[src/rtl/tdc_frame_source.sv]
// tdc_frame_source: measures clk cycles between synchronised start/stop rising edges
// and streams each result as a SYNC/flags/result byte frame over valid/ready.
module tdc_frame_source #(
   parameter int         WIDTH       = 16,
   parameter int         SYNC_STAGES = 2,
   parameter logic [7:0] SYNC_BYTE   = 8'hA5
) (
   input  logic       clk,
   input  logic       rst,
   input  logic       start,
   input  logic       stop,
   output logic [7:0] axi_data,
   output logic       axi_valid,
   input  logic       axi_ready,
   output logic       busy
);
   localparam int         NB   = WIDTH / 8;
   localparam logic [2:0] LAST = 3'(NB + 1);

   typedef enum logic [1:0] {IDLE, COUNT, SEND} state_t;

   state_t                 r_state, w_next;
   logic [SYNC_STAGES-1:0] r_start_sync, r_stop_sync;
   logic                   r_start_d, r_stop_d;
   logic [WIDTH-1:0]       r_count, r_result;
   logic                   r_ovf;
   logic [2:0]             r_idx;
   logic                   w_start_edge, w_stop_edge, w_xfer, w_last;
   logic [7:0]             w_byte;

   assign w_start_edge = r_start_sync[SYNC_STAGES-1] & ~r_start_d;
   assign w_stop_edge  = r_stop_sync[SYNC_STAGES-1] & ~r_stop_d;
   assign w_xfer       = (r_state == SEND) && axi_ready;
   assign w_last       = r_idx == LAST;

   // Frame byte order: sync, flags, then result bytes MSB first
   always_comb begin
      w_byte = (r_idx == 3'd0) ? SYNC_BYTE : {7'b0, r_ovf};
      for (int k = 0; k < NB; k++)
         if (r_idx == 3'(k + 2)) w_byte = r_result[WIDTH-1-8*k -: 8];
   end

   always_comb begin
      w_next    = r_state;
      axi_valid = r_state == SEND;
      axi_data  = (r_state == SEND) ? w_byte : 8'h00;
      busy      = r_state != IDLE;
      if (r_state == IDLE && w_start_edge) w_next = w_stop_edge ? SEND : COUNT;
      if (r_state == COUNT && w_stop_edge) w_next = SEND;
      if (w_xfer && w_last) w_next = IDLE;
   end

   always_ff @(posedge clk) begin
      if (!rst) r_state <= IDLE;
      else      r_state <= w_next;
   end

   always_ff @(posedge clk) begin
      if (!rst) begin
         r_start_sync <= '0;
         r_stop_sync  <= '0;
         r_start_d    <= 1'b0;
         r_stop_d     <= 1'b0;
         r_count      <= '0;
         r_result     <= '0;
         r_ovf        <= 1'b0;
         r_idx        <= 3'd0;
      end else begin
         r_start_sync <= {r_start_sync[SYNC_STAGES-2:0], start};
         r_stop_sync  <= {r_stop_sync[SYNC_STAGES-2:0], stop};
         r_start_d    <= r_start_sync[SYNC_STAGES-1];
         r_stop_d     <= r_stop_sync[SYNC_STAGES-1];
         if (r_state == IDLE && w_start_edge) begin
            r_count  <= WIDTH'(1);
            r_result <= '0;
            r_ovf    <= 1'b0;
         end
         // Count saturates; an increment refused at full scale flags overflow
         if (r_state == COUNT) begin
            if (w_stop_edge)   r_result <= r_count;
            else if (&r_count) r_ovf    <= 1'b1;
            else               r_count  <= r_count + WIDTH'(1);
         end
         if (w_xfer) r_idx <= w_last ? 3'd0 : r_idx + 3'd1;
      end
   end
endmodule

[config.mk]
export PLATFORM = sky130hd
export DESIGN_NAME = tdc_frame_source
export DESIGN_NICKNAME = d
export VERILOG_FILES = /design/src/rtl/tdc_frame_source.sv
export SDC_FILE = /design/constraint.sdc
export NUM_CORES = 1
export LEC_CHECK = 0
export BUFFER_PORTS_ARGS = -buffer_cell sky130_fd_sc_hd__buf_2
export CAP_MARGIN = 20
export CORE_MARGIN = 2
export CORE_UTILIZATION = 23
export CTS_BUF_LIST = sky130_fd_sc_hd__clkbuf_2
export CTS_CLUSTER_SIZE = 10
export DETAILED_ROUTE_END_ITERATION = 8
export PLACE_DENSITY = 0.44
export SKIP_CTS_REPAIR_TIMING = 1
export SYNTH_ARGS = -nofsm -noshare
export SYNTH_HDL_FRONTEND = slang
export SYNTH_SLANG_ARGS = --single-unit
[constraint.sdc]
create_clock -name clk -period 1.7 [get_ports clk]
set_clock_uncertainty 0.05 [all_clocks]
set_input_delay 0.425 -clock clk [delete_from_list [all_inputs] [get_ports clk]]
set_output_delay 0.425 -clock clk [all_outputs]
set_load 0.02 [all_outputs]
==> Word level (Yosys, flattened, before mapping) <==
Cells that the tools add are included.
Widths: inputs -> output; s select.
{ "word_totals": {"input_bits": 5, "wordCells": 51, "ff_bits": 44} }
{ "op_classes": {"n_eq_ne": 4, "reduce_logical": 11, "n_bitwise": 5, "mux": 19, "addsub": 2} }
{ "op_table": {"columns": ["cell", "n"], "rows": [
  ["$mux 16", 7],
  ["$mux 8", 4],
  ["$add 16x1->16 const B", 1],
  ["$reduce_and 16->1", 1],
  ["$eq 3x2->1 const B", 2],
  ["$mux 2", 3],
  ["$logic_and 1x1->1", 4],
  ["$mux 1", 4],
  ["$reduce_bool 2->1", 2],
  ["$add 3x1->3 const B", 1],
  ["$logic_not 3->1", 1],
  ["$mux 3", 1],
  ["$not 1->1", 3],
  ["$reduce_or 3->1", 1],
  ["$and 1x1->1", 2],
  ["$eq 2x1->1 const B", 1],
  ["$eq 2x2->1 const B", 1],
  ["$logic_not 2->1", 1],
  ["$reduce_or 2->1", 1]
]} }

==> Logic depth before layout (Yosys ltp) <==
{ "depth": {"depth_word": 7, "mapped_depth": 7, "mapped_depth_nobuf": 6} }

==> Worst setup path after synthesis <==
No wires, ideal clock.
{ "synth_path": {"kind": "reg2out", "startpoint": "register r_idx[0]", "endpoint": "output axi_data[2]", "required_time_ns": 1.225, "arrival_time_ns": 1.410, "stages_incl_launch_ff": 7, "slack_ns": -0.185, "cell_sequence": "dfxtp_1 -> inv_1 -> ha_1 -> nor2_1 -> a2111oi_0 -> a21oi_1 -> nor2_1"} }
{ "synth_via": {"elab_chain_len": 5, "word_cells_on_any_way": 7} }
{ "synth_rtl": {"columns": ["element", "line_no", "rtl"], "rows": [
  ["start: declaration", "27", "logic [2:0] r_idx;"],
  ["start signal: assignment", "84", "if (w_xfer) r_idx <= w_last ? 3'd0 : r_idx + 3'd1;"],
  ["$logic_not 3->1", "38", "w_byte = (r_idx == 3'd0) ? SYNC_BYTE : {7'b0, r_ovf};"],
  ["$mux 8", "38", null],
  ["$mux 8", "40", "if (r_idx == 3'(k + 2)) w_byte = r_result[WIDTH-1-8*k -: 8];"],
  ["$mux 8 *", "40", null],
  ["$mux 8 *", "46", "axi_data = (r_state == SEND) ? w_byte : 8'h00;"],
  ["end: declaration", "12", "output logic [7:0] axi_data,"]
]} }
Every way passes the cells marked *; elsewhere a longest branch is shown, timed or not.

==> Worst setup path in the final report <==
{ "layout_path": {"startpoint": "register r_idx[0]", "endpoint": "output axi_data[7]"} }
Same word-level chain as after synthesis.

==> impl_metrics.csv <==
group,metric,value,unit
floorplanning,die_area,10400,um^2
floorplanning,core_area,9280,um^2
synthesis,synthesis.nets,260,
worst_setup_path,critical_path.max_stage_delay,0.39,ns
worst_setup_path,rr_worst_depth,6,
route,drtAntennaViolNets,0,
cts,clock_sinks,44,
worst_setup_path,critical_path_buf_inv_count,2,
place,gp_congestion,0.785,
layout,mostFrequentLayoutCells,"buf_4 (59), dfxtp_1 (32), a22oi_2 (20), nor2b_1 (19)",
place,preCtsSetupSlack,-0.144,ns
layout,multi_input_area,1500,um^2
route,drtIter0Drc,86,
worst_setup_path,end_kind,"primary output",
sta,setup_viol,12,
grt,grt_util_met3,2.26,%
route,routed_via_density,4.52,
power,ir_drop,0.332,mV
sta,worst_pin_slew,0.406,ns
sta,relSlewSlack,72.8,%
cts,cts_buffers,5,
grt,grt_max_degree,27,
min_path,min_to,"r_idx[2]$_SDFFE_PN0N_",
synthesis,synthArstFlopShare,0,%
route,routed_wl,6.11,mm
status,violations,"setup timing",
sta,finalSetupTns,-4.00,ns
sta,timing.final.crit_period,2.26,ns
sta,hold_viol_final,0,
floorplanning,die_h,102,um
floorplanning,core.rowCount,35,
sta,post-route-period-util,133,%
layout,areaGrowthSynthToFinish,52.1,%
power,power.density,508,nW/um^2
worst_setup_path,criticalPathCategory,"register to primary output",
layout,drive_above_1_share,50.2,%
cts,clockRootBuffer,"clkbuf_2",
cts,cts.clk_slew.worst_paths,0.23,ns
grt,use_met1,16.5,%
worst_setup_path,path_max_fanout,7,
worst_setup_path,cp.arrival,1.78,ns
synthesis,synth_cell_types,42,
grt,grt_use_total,12.0,%
place,dp_hpwl,4.46,mm
synthesis,avgSynthCellArea,8.77,um^2
layout,final_area,3350,um^2
min_path,hold_path_startpoint,"axi_ready",
min_path,min_path_type,"input port to register",
worst_setup_path,r2r-start,"r_state[1]$_SDFFE_PP0P_",
sta,drv_slew,0,
floorplanning,dieWidth,102,um
worst_setup_path,r2r_end,"r_count[3]$_SDFF_PN0_",
route,first_pass_iters,4,
worst_setup_path,cp_top_family,"compound AO/OA/AOI/OAI gates",
synthesis,ys.flop_type,"dfxtp_1",
run,max_cap_violations,0,
grt,grt-busiest-layer,"met2",
worst_setup_path,crit_path_start_kind,"register",
grt,met2_usage,19.5,%
layout,nNetsFinal,335,
synthesis,ys_ff_latch,44,
layout,layout_commonest_cell,"buf_4",
synthesis,synth.yosys.seq_area_share,40.0,%
route,vias,2063,
sta,clock.fmax,443,MHz
layout,diodes,0,
grt,globalRoute.totalOverflow,0,
synthesis,syn-cell-area,2200,um^2
worst_setup_path,rrSetupSlack,-0.05,ns
place,placed_area,2840,um^2
min_path,min_path_cells,2,
worst_setup_path,critPathLaunch,"r_idx[0]$_SDFFE_PN0N_",
cts,cts_buffer_depth,2,
synthesis,syn_inst,251,
grt,grt_pass1_wl,9.80,mm
synthesis,ys_warn_count,0,
synthesis,synth_edf_count,0,
power,p_leak,1.24,nW
layout,register_area,901,um^2
floorplanning,initial_core_util,23.7,%
worst_setup_path,slowest_stage,"dfxtp_2",
cts,htreeDepth,2,
cts,worstSkewPairLatency,0.39,ns
sta,worst_slack,-0.560,ns
sta,hold-worst-slack,0.160,ns
floorplanning,io_pins,15,
worst_setup_path,path_cells,"buf_4 -> ha_4 -> a2111oi_4 -> a21oi_1 -> nor2_2 -> buf_6",
place,portBuffers,14,
grt,first_global_vias,2013,
cts,tritoncts,"built",
layout,fill_cells,997,
status,status,"finished, violations left",
grt,antenna_found_initial,0,
worst_setup_path,cp.required,1.22,ns
sta,rsz0062_at_grt,"true",
route,post-route-drc-count,0,
route,wl_per_cell,13.4,um
power,finalPower,1.70,mW
-- sequential cells by signal, summed over array words and instances, names as in the netlist --
| name | cells |
|---|---|
| r_stop_sync | 2 |
| r_idx | 3 |
| r_count | 16 |
| r_result | 16 |
| r_start_d | 1 |
| r_start_sync | 2 |
| r_stop_d | 1 |
| r_state | 2 |
| r_ovf | 1 |
-- power by group --
part	leakage [nW]	internal, mW	switching (mW)
combinational	0.847	0.102	0.0984
sequential	0.362	1.04	0.00614
clock	0.0302	0.0928	0.359
-- how the worst max path moves through the flow --
stage	end	slack (ns)	cells after the start
5_1_grt	axi_data[2]	-0.69	7
3_3_place_gp	axi_data[2]	-0.13	7
4_1_cts	axi_data[2]	-0.66	7
6_report	axi_data[7]	-0.56	6
3_5_place_dp	axi_data[2]	-0.14	7
2_1_floorplan	axi_data[2]	-0.04	5
-- routing by layer --
metal	share of wire, %	up-vias	wire (um)
met3	2.5	6	151
met1	48	981	2950
met4	0.74	0	45
li1	-	1045	-
met2	49	31	2970
met5	0	-	0
-- logic make-up after synthesis --
| logic type | count (synthesis) | synth area share, % |
|---|---|---|
| adders and majority gates | 4 | 2.27 |
| muxes | 5 | 2.27 |
| xor gates and xnor gates | 2 | 0.796 |
| buffers and inverters | 24 | 5.51 |
| DFF | 44 | 40.0 |
| AOI/OAI and AO/OA | 65 | 21.8 |
| and+or+nand+nor | 107 | 27.3 |
-- through the flow --
step,utilization (%),cells
floorplan,-,251
global placement,30.6,434
detailed placement,30.6,434
CTS,31.0,442
global route,36.1,456
finish,36.1,456
-- synth_stat cells (all sizes together) (6+ instances only) --
| library cell | count | area (um^2) |
|---|---|---|
| dfxtp | 44 | 881 |
| nor2b | 22 | 145 |
| nor2 | 21 | 86.3 |
| a22oi | 20 | 200 |
| nand3 | 17 | 85.1 |
| a21oi | 15 | 78.8 |
| o21ai | 14 | 73.8 |
| nand2 | 13 | 51.3 |
| buf | 10 | 68.8 |
| inv | 10 | 37.5 |
| and2 | 8 | 50.1 |
| nand4 | 6 | 37.5 |
-- cell type report --
class | instances | area share (%)
clock buffers | 5 | 0.748
multi-input cells | 183 | 44.9
well taps | 129 | 4.82
inverters | 10 | 1.20
clock inverters | 3 | 0.411
repair buffers | 82 | 21.0
flip-flops and latches | 44 | 26.9
Note: power is estimated with default switching activity, not from simulation.
